File: config.mk
export PLATFORM = sky130hd
export DESIGN_NAME = serial_subtractor
export DESIGN_NICKNAME = d
export VERILOG_FILES = /design/src/rtl/subtractor_pkg.sv /design/src/rtl/full_subtractor.sv /design/src/rtl/serial_subtractor.sv
export SDC_FILE = /design/constraint.sdc
export NUM_CORES = 1
export LEC_CHECK = 0
export CORE_MARGIN = 4
export CORE_UTILIZATION = 50
export CTS_CLUSTER_DIAMETER = 80
export CTS_CLUSTER_SIZE = 16
export DETAILED_ROUTE_END_ITERATION = 16
export GPL_ROUTABILITY_DRIVEN = 0
export GPL_TIMING_DRIVEN = 0
export PLACE_DENSITY = 0.81
export SLEW_MARGIN = 10
export SYNTH_ARGS = -nofsm -noshare
export SYNTH_HDL_FRONTEND = slang
export SYNTH_SLANG_ARGS = --single-unit
export TNS_END_PERCENT = 20
File: constraint.sdc
create_clock -name clk -period 2 [get_ports clk]
set_clock_uncertainty 0.2 [all_clocks]
set_input_delay 0.4 -clock clk [delete_from_list [all_inputs] [get_ports clk]]
set_output_delay 0.4 -clock clk [all_outputs]
set_load 0.01 [all_outputs]
File: src/rtl/subtractor_pkg.sv
// Shared definitions for the subtractor family: FSM encoding and
// single-bit full-subtractor equations.
package subtractor_pkg;

    typedef enum logic [1:0] {
        IDLE  = 2'd0,
        SHIFT = 2'd1,
        DONE  = 2'd2
    } state_e;

    // Difference bit of x - y - bin.
    function automatic logic fs_diff(input logic x, input logic y, input logic bin);
        return x ^ y ^ bin;
    endfunction

    // Borrow generated by x - y - bin.
    function automatic logic fs_borrow(input logic x, input logic y, input logic bin);
        return (~x & y) | (~(x ^ y) & bin);
    endfunction

endpackage

File: src/rtl/full_subtractor.sv
// Single-bit full subtractor cell: diff = x - y - bin, with borrow-out.
module full_subtractor
    import subtractor_pkg::*;
(
    input  logic x,
    input  logic y,
    input  logic bin,
    output logic diff,
    output logic bout
);

    assign diff = fs_diff(x, y, bin);
    assign bout = fs_borrow(x, y, bin);

endmodule

File: src/rtl/serial_subtractor.sv
// Bit-serial N-bit subtractor d = a - b - bin, LSB first, one bit per clock,
// with a start/busy/done handshake around a single full-subtractor cell.
module serial_subtractor
    import subtractor_pkg::*;
#(
    parameter int unsigned N = 4
) (
    input  logic         clk,
    input  logic         rst,
    input  logic         start,
    input  logic [N-1:0] a,
    input  logic [N-1:0] b,
    input  logic         bin,
    output logic         busy,
    output logic         done,
    output logic [N-1:0] d,
    output logic         bout
);

    // A 1-bit counter is kept even for N=1 so the compare stays well formed.
    localparam int unsigned CW = (N > 1) ? $clog2(N) : 1;

    state_e          state_q, state_d;
    logic [N-1:0]    ra_q, ra_d;
    logic [N-1:0]    rb_q, rb_d;
    logic            borrow_q, borrow_d;
    logic [CW-1:0]   cnt_q, cnt_d;
    logic [N-1:0]    d_q, d_d;
    logic            bout_q, bout_d;
    logic            busy_q, busy_d;
    logic            done_q, done_d;

    logic            bit_diff;
    logic            bit_borrow;

    full_subtractor u_fs (
        .x    (ra_q[0]),
        .y    (rb_q[0]),
        .bin  (borrow_q),
        .diff (bit_diff),
        .bout (bit_borrow)
    );

    always_ff @(posedge clk or posedge rst) begin
        if (rst) begin
            state_q  <= IDLE;
            ra_q     <= '0;
            rb_q     <= '0;
            borrow_q <= 1'b0;
            cnt_q    <= '0;
            d_q      <= '0;
            bout_q   <= 1'b0;
            busy_q   <= 1'b0;
            done_q   <= 1'b0;
        end else begin
            state_q  <= state_d;
            ra_q     <= ra_d;
            rb_q     <= rb_d;
            borrow_q <= borrow_d;
            cnt_q    <= cnt_d;
            d_q      <= d_d;
            bout_q   <= bout_d;
            busy_q   <= busy_d;
            done_q   <= done_d;
        end
    end

    always_comb begin
        state_d  = state_q;
        ra_d     = ra_q;
        rb_d     = rb_q;
        borrow_d = borrow_q;
        cnt_d    = cnt_q;
        d_d      = d_q;
        bout_d   = bout_q;
        busy_d   = busy_q;
        done_d   = 1'b0;

        case (state_q)
            IDLE: begin
                if (start) begin
                    ra_d     = a;
                    rb_d     = b;
                    borrow_d = bin;
                    cnt_d    = '0;
                    d_d      = '0;
                    bout_d   = 1'b0;
                    busy_d   = 1'b1;
                    state_d  = SHIFT;
                end
            end
            SHIFT: begin
                // Result bits enter at the MSB so the LSB lands in d[0] after N shifts.
                d_d      = (d_q >> 1) | (N'(bit_diff) << (N - 1));
                ra_d     = ra_q >> 1;
                rb_d     = rb_q >> 1;
                borrow_d = bit_borrow;
                cnt_d    = cnt_q + CW'(1);
                if (cnt_q == CW'(N - 1)) begin
                    bout_d  = bit_borrow;
                    done_d  = 1'b1;
                    state_d = DONE;
                end
            end
            DONE: begin
                busy_d  = 1'b0;
                state_d = IDLE;
            end
            default: begin
                busy_d  = 1'b0;
                state_d = IDLE;
            end
        endcase
    end

    assign busy = busy_q;
    assign done = done_q;
    assign d    = d_q;
    assign bout = bout_q;

endmodule

==> flow_summary.ini, run 1 <==
[synthesis]
synthDistinctLibCells = 23
synthesis.area_um2 = 957
yosys.area_share.simple_pct = 14.5
yosys.area_share.xor_xnor_pct = 0
synth-compound-area-share_pct = 17.6
yosys_register_bits = 20
synth_top_area_share_pct = 52.3
synth_edf_count = 0
synth.largest_area_cell = dfrtp_1
synth-async-reset-ratio_pct = 100
syn_nets = 90
synthTopCellsByCount = 20 x dfrtp_1, 9 x inv_1, 7 x a22o_1, 7 x nor4b_1, 5 x a221oi_1
yosys.area_share.adder_pct = 4.71
ys_seq_area_share_pct = 52.3
ys.flop_type = dfrtp_1
synth_top_family_by_area = compound AO/OA/AOI/OAI gates
synth_area_leaders = dfrtp_1 52%, a22o_1 6.4%, nor4b_1 6.4%
syn_avg_cell_area_um2 = 12.8
yosys_warnings = 0
synth.most_common_cell = dfrtp_1
synthMuxAreaShare_pct = 1.18
syn_inst = 75

[clock_tree]
cts_tree = built
root_buffer = clkbuf_4
holdBufCountCts = 0
numCtsBuffers = 3
cts_resized = 0
postCtsSetupBuffers = 0
ctsHtreeMaxLevel = 1
clock_latency_ns = 0.30
cts.clk_slew.worst_paths_ns = 0.11
cts_sinks = 20
clockBufferDepth = 2

[grt]
track_usage_pct = 14.9
grt_pass1_vias = 677
grt_pass1_wl_mm = 2.96
gr-total-overflow = 0
grt_max_degree = 21
antenna_found_initial = 0

[flow_run]
cap_violations = 0

[floorplanning]
dieArea_um2 = 2680
num_rows = 15
dieHeight_um = 51.8
io_pins = 19
die_w_um = 51.8
core_area_um2 = 1760
initial_core_util_pct = 54.3

[drt]
finalWirelength_mm = 1.70
drtIter0Drc = 6
antenna_left = 0
drt_first_pass_iters = 4
viasPerCell = 5.36
wl_per_cell_um = 14.2
via_count = 643
drc = 0

[sta]
fin_ws_ns = 0.168
finalHoldViolCount = 0
rsz0062_at_grt = false
finalSetupViolations = 0
fin_setup_tns_ns = 0
period_minus_slack_ns = 1.83
drv_slew = 0
tightestPinTransition_ns = 0.738
clock.fmax_mhz = 546
finalCritPeriodShare_pct = 91.6
slew_headroom_pct = 50.7

[critical_path]
cp-start-kind = register
critical_path_class = reg -> out
cp.arrival_ns = 1.23
worst-path-max-fanout = 3
cp-end-kind = output pin
critical-path-top-delay-family = buffers and inverters
cp_slowest_cell = clkdlybuf4s50_1
cp.required_ns = 1.40
startpoint = d[3]
crit_buf_inv = 1
reg2reg_from = state_q[0]
slowest_delay_ns = 0.54
crit_chain = clkdlybuf4s50_1

[layout]
fin_nets = 112
register_area_um2 = 500
multi_input_area_um2 = 364
n_fill_cell = 159
area_growth_pct = 23.4
antenna_cells = 0
drive_above_1_share_pct = 14.7

[power]
irDropWorstVdd_uv = 894
cellLeakagePower_nw = 0.529
pwr_density_cell_nw_per_um2 = 1510

[placement]
preCtsSetupSlack_ns = 0.399
dp_hpwl_mm = 1.16
io_buffers = 17

[worst_hold_path]
hold_start = start
hp-class = in -> reg

[status]
outcome = finished, final reports clean
-- per-layer routing --
| layer | vias up | global-route usage (%) | wire length (µm) |
|---|---|---|---|
| met5 | - | 0 | 0 |
| met4 | 0 | 6.55 | 31 |
| met3 | 4 | 2.87 | 64 |
| met2 | 14 | 24.6 | 819 |
| met1 | 310 | 19.0 | 787 |
| li1 | 315 | - | - |
-- worst paths after layout --
check | end | slack (ns) | depth (start not counted)
max | d[3] | 0.17 | 1
min | busy | 0.24 | 3
max reg2reg | rb_q[2] | 0.51 | 4
min reg2reg | d[0] | 0.31 | 1
max in group asynchronous | cnt_q[1] | 0.81 | 2
min in group asynchronous | d[3] | 0.32 | 2
-- where the power goes --
group	internal, mW	switching (mW)
registers	0.589	0.102
logic	0.493	0.409
clock network	0.0703	0.119
-- worst register-to-register path, cell delays in order, from the launching register on --
cell and delay, ns:
dfrtp_1 0.38, buf_6 0.14, buf_2 0.18, nor4b_1 0.36
a221oi_1 0.11
-- through the flow --
stage / power, mW / hold slack [ns] / util [%] / std cells / area (µm²)
after floorplan: 1.34 / 0.164 / - / 75 / 957
after global placement: 1.58 / 0.289 / 65.7 / 117 / 1160
after detailed placement: 1.61 / 0.284 / 65.7 / 117 / 1160
after CTS: 1.81 / 0.240 / 67.0 / 120 / 1180
after global routing: 1.93 / 0.257 / 67.0 / 120 / 1180
final: 1.78 / 0.238 / 67.0 / 120 / 1180
-- registers in the layout, indices dropped and copies added, names as in the netlist --
name / cells
d: 4
state_q: 2
cnt_q: 2
done: 1
rb_q: 4
borrow_q: 1
bout: 1
busy: 1
ra_q: 4
-- cell usage in the layout, fill, tap and decap left out --
master           count
a211oi_2             2
a22o_1               7
ha_1                 2
clkbuf_4             3
clkbuf_2             1
nor2b_1              1
buf_8                1
nor4b_1              7
clkdlybuf4s50_1     17
and2_1               2
nor2b_4              1
a21oi_1              2
fa_1                 1
and3b_1              1
dfrtp_1             20
a221o_1              1
nand2b_1             1
nor3b_1              3
o21bai_4             1
nor2_1               2
a221oi_1             5
buf_2                1
inv_1                9
mux2_2               1
buf_6                3
-- layout make-up --
cell class / instances / share of cell area (%)
multi-input combinational: 40 / 30.8
timing repair buffer: 17 / 14.4
inverter: 9 / 2.86
tap: 25 / 2.65
buffer: 6 / 4.98
sequential: 20 / 42.4
clock buffer: 3 / 1.91
-- kinds of logic after synthesis --
| kind of cell | count (synthesis) |
|---|---|
| fa+ha+maj | 3 |
| compound gates | 18 |
| flops | 20 |
| buf+inv | 15 |
| mux | 1 |
| simple gates | 18 |
Note: power is estimated with default switching activity, not from simulation.
==> run 2: changes to the inputs <==
--- a/config.mk
+++ b/config.mk
@@ -10,9 +10,10 @@
 export CTS_CLUSTER_DIAMETER = 80
 export CTS_CLUSTER_SIZE = 16
 export DETAILED_ROUTE_END_ITERATION = 16
+export DONT_BUFFER_PORTS = 1
 export GPL_ROUTABILITY_DRIVEN = 0
 export GPL_TIMING_DRIVEN = 0
-export PLACE_DENSITY = 0.81
+export PLACE_DENSITY = 0.68
 export SLEW_MARGIN = 10
 export SYNTH_ARGS = -nofsm -noshare
 export SYNTH_HDL_FRONTEND = slang
==> flow_summary.ini, run 2 (synthesis results as in run 1) <==
[status]
outcome = finished, final reports clean

[power]
p_sw_mw = 0.624
p_sw_share_pct = 34.8
cellLeakagePower_nw = 0.482
pwr-share-seq_pct = 40.9
pwr_density_cell_nw_per_um2 = 1710
irDropWorstVdd_uv = 1080
internal-power_mw = 1.17
p_comb_share_pct = 41.0
p_clk_share_pct = 18.2

[layout]
area_growth_pct = 9.80
drive_above_1_share_pct = 18.8
layout_commonest_cell = dfrtp_1
antenna_cells = 0
fin_nets = 96
final_cell_mix = 20 x dfrtp_1, 9 x inv_1, 7 x a22o_1, 7 x nor4b_1, 5 x a221oi_1

[critical_path]
critical-path-top-delay-family = flip-flops
critical_path_class = reg -> reg
cp-start-kind = register
cp-end-kind = register
slowest_delay_ns = 0.49
crit_chain = o21bai_4 > buf_8 > a22o_1
cp_slowest_cell = dfrtp_1
cp.required_ns = 1.99
worst-path-max-fanout = 10
cp.arrival_ns = 1.45
crit_buf_inv = 1

[sta]
finalCritPeriodShare_pct = 72.7
drv_slew = 0
fin_ws_ns = 0.546
clock.fmax_mhz = 688
finalSetupViolations = 0
tightestPinTransition_ns = 0.763
slew_headroom_pct = 49.1
finalHoldViolCount = 0
fin_setup_tns_ns = 0
rsz0062_at_grt = false
period_minus_slack_ns = 1.45

[grt]
grt_pass1_vias = 579
track_usage_pct = 14.2
top_usage_layer = met2
grt_pass1_wl_mm = 2.84
grtUsageMet1_pct = 20.3
use_met2_pct = 21.0
gr-total-overflow = 0
antenna_found_initial = 0
use_met3_pct = 4.01
grt_max_degree = 21

[clock_tree]
root_buffer = clkbuf_4
cts_resized = 0
numCtsBuffers = 3
cts_tree = built
cts.clk_slew.worst_paths_ns = 0.12
cts_sinks = 20
ctsHtreeMaxLevel = 1
clockBufferDepth = 2
postCtsSetupBuffers = 0
clock_latency_ns = 0.29

[drt]
drc = 0
drt_first_pass_iters = 4
drtIter0Drc = 7
antenna_left = 0
viasPerCell = 5.67
via_count = 595
finalWirelength_mm = 1.69
wl_per_cell_um = 16.1

[placement]
preCtsSetupSlack_ns = 0.556
dp_hpwl_mm = 1.16
io_buffers = 0

[floorplanning]
num_rows = 15
dieHeight_um = 51.8
io_pins = 19
initial_core_util_pct = 54.3
dieArea_um2 = 2680
die_w_um = 51.8
core_area_um2 = 1760

[flow_run]
cap_violations = 0

[worst_hold_path]
hp-class = in -> reg
==> run 2: repair_timing <==
item | 4_1_cts | 5_1_grt
hold endpoints to repair | 20 | 0
setup endpoints to repair | 0 | 0
hold buffers | 1 | 0
==> run 2: power groups by stage <==
stage                     clock, mW  combinational, mW  sequential, mW
after floorplan                   0              0.624           0.715
after global placement            0              0.724           0.739
after detailed placement          0              0.745           0.746
after CTS                     0.336              0.749           0.736
after global routing          0.345              0.828           0.759
final                         0.327              0.735           0.734
==> run 2: area by class of cell <==
| cell class | count | area (µm²) |
|---|---|---|
| buffer | 6 | 58.8 |
| clock buffer | 3 | 22.5 |
| clock inverter | 1 | 30.0 |
| fill | 162 | 713 |
| inverter | 9 | 33.8 |
| multi-input combinational | 40 | 364 |
| sequential | 20 | 500 |
| tap | 25 | 31.3 |
| timing repair buffer | 1 | 10.0 |
==> run 2: final timing paths <==
check,end,from,slack (ns),cells past startpoint
hold reg to reg,rb_q[3],rb_q[3],0.31,1
min in group asynchronous,d[2],rst,0.47,2
max in group asynchronous,busy,rst,0.65,2
setup / recovery,d[2],state_q[1],0.55,3
hold / removal,rb_q[3],b[3],0.04,1
setup reg to reg,d[2],state_q[1],0.55,3
==> run 2: per-layer routing <==
metal | vias up | part of all wire [%]
met1 | 299 | 45
li1 | 280 | -
met4 | 0 | 0.71
met3 | 2 | 3.7
met5 | - | 0
met2 | 14 | 51
==> run 2: through the flow <==
stage / hold slack [ns] / instances / util [%] / cell area, µm² / power [mW]
floorplan: 0.164 / 75 / - / 957 / 1.34
global placement: 0.264 / 100 / 56.0 / 988 / 1.46
finish: 0.0379 / 105 / 59.6 / 1050 / 1.80
global route: 0.0409 / 105 / 59.6 / 1050 / 1.93
detailed placement: 0.264 / 100 / 56.0 / 988 / 1.49
CTS: 0.0328 / 105 / 59.6 / 1050 / 1.82
==> run 2: worst register-to-register path: stages (launching register included) <==
cell,delay (ns)
dfrtp_1,0.49
o21bai_4,0.26
buf_8,0.17
a22o_1,0.23
==> run 3: changes to the inputs <==
==> constraint.sdc (replaced) <==
create_clock -name clk -period 1.45 [get_ports clk]
set_clock_uncertainty 0.2 [all_clocks]
set_input_delay 0.29 -clock clk [delete_from_list [all_inputs] [get_ports clk]]
set_output_delay 0.29 -clock clk [all_outputs]
set_load 0.01 [all_outputs]
==> flow_summary.ini, run 3 (synthesis results as in run 1) <==
[sta]
finalSetupViolations = 1
rsz0062_at_grt = true
hold_slack_ns = 0.0335
tightestPinTransition_ns = 0.757
drv_slew = 0
finalHoldViolCount = 0
clock.fmax_mhz = 686
finalCritPeriodShare_pct = 101
fin_ws_ns = -0.00731
fin_setup_tns_ns = -0.00731
slew_headroom_pct = 49.5
period_minus_slack_ns = 1.46

[layout]
final_cell_mix = 19 x dfrtp_1, 8 x inv_1, 7 x a22o_1
fin_nets = 98
area_growth_pct = 14.9
multi_input_area_um2 = 389
n_fill_cell = 157
stdcell_count = 107
final_core_util_pct = 62.3
layout_commonest_cell = dfrtp_1
register_area_um2 = 502
drive_above_1_share_pct = 25.6
antenna_cells = 0

[worst_hold_path]
hp-class = in -> reg
hold_depth = 2

[critical_path]
slowest_delay_ns = 0.39
cp.required_ns = 1.43
reg2regPathDepth = 4
critical_path_class = reg -> reg
startpoint = state_q[0]
rrSetupSlack_ns = -0.007
reg2reg_from = state_q[0]
crit_chain = buf_6 > clkbuf_4 > nor4b_1 > a221oi_1
cp_slowest_cell = dfrtp_1
cp-end-kind = register
crit_end = borrow_q
cp-start-kind = register
cp.arrival_ns = 1.43
worst-path-max-fanout = 10
timing.rr.end = borrow_q

[clock_tree]
postCtsSetupBuffers = 0
clockBufferDepth = 2
cts.clk_slew.worst_paths_ns = 0.13
ctsHtreeMaxLevel = 1
clock_latency_ns = 0.30
cts_tree = built
cts_sinks = 20
numCtsBuffers = 3
root_buffer = clkbuf_4

[drt]
antenna_left = 0
viasPerCell = 5.65
drtIter0Drc = 8
drc = 0
via_count = 605
finalWirelength_mm = 1.86
wl_per_cell_um = 17.4
drt_first_pass_iters = 4

[grt]
antenna_found_initial = 0
grt_pass1_vias = 575
track_usage_pct = 14.5
grt_max_degree = 21
grt_pass1_wl_mm = 2.87
gr-total-overflow = 0

[placement]
io_buffers = 0
preCtsSetupSlack_ns = 0.0110
dp.cells = 100
dp_hpwl_mm = 1.16

[floorplanning]
dieHeight_um = 51.8
die_w_um = 51.8
initial_core_util_pct = 54.3
core_area_um2 = 1760
dieArea_um2 = 2680
io_pins = 19
num_rows = 15

[power]
cellLeakagePower_nw = 0.495
pwr_density_cell_nw_per_um2 = 2310
irDropWorstVdd_uv = 1430

[status]
violations = negative setup slack
outcome = finished with violations

[flow_run]
cap_violations = 0
==> run 3: worst min-delay path by stage <==
stage                     slack [ns]  startpoint       end
after global placement          0.15         rst      bout
after floorplan                 0.05         rst  borrow_q
after global routing            0.02        b[1]   rb_q[1]
final                           0.03        b[1]   rb_q[1]
after CTS                       0.04        b[1]   rb_q[1]
after detailed placement        0.15         rst      d[2]
==> run 3: stage by stage <==
step / area (µm²) / power, mW
detailed placement: 988 / 2.06
CTS: 1070 / 2.52
floorplan: 957 / 1.85
global placement: 988 / 2.02
global route: 1100 / 2.72
finish: 1100 / 2.54
==> run 3: final cells by class <==
type                    count  share of cell area, %
flip-flops and latches     20                   45.6
multi-input cells          40                   35.4
plain buffers               6                   5.57
inverters                   9                   3.07
well taps                  25                   2.84
clock inverters             1                   2.73
repair buffers              3                   2.73
clock buffers               3                   2.05
==> run 3: worst max-delay path, delay by kind of cell, from the launching register on <==
family,cells,cell delay (ns)
DFF,1,0.39
buffers and inverters,2,0.34
and+or+nand+nor,1,0.31
AOI/OAI and AO/OA,1,0.08
==> run 3: report_power, final <==
| part | internal [mW] | leakage [nW] | total [mW] | switching [mW] |
|---|---|---|---|---|
| clock network | 0.279 | 0.0279 | 0.460 | 0.181 |
| logic | 0.545 | 0.222 | 1.06 | 0.520 |
| registers | 0.814 | 0.245 | 1.02 | 0.205 |
| total | 1.64 | 0.495 | 2.54 | 0.905 |
==> run 3: per-layer routing <==
metal  GRT usage (%)  vias up  share of wire, %
met3            4.01        2               4.8
met1            20.3      305                42
met5               0        -                 0
met2            22.0       15                52
li1                -      283                 -
met4            3.93        0              0.65
==> run 3: repair_timing <==
| item | CTS | global route |
|---|---|---|
| setup endpoints to repair | 1 | 9 |
| hold endpoints to repair | 22 | 0 |
| hold buffers | 3 | 0 |
| pin swaps | 0 | 5 |
| resized for setup | 1 | 6 |
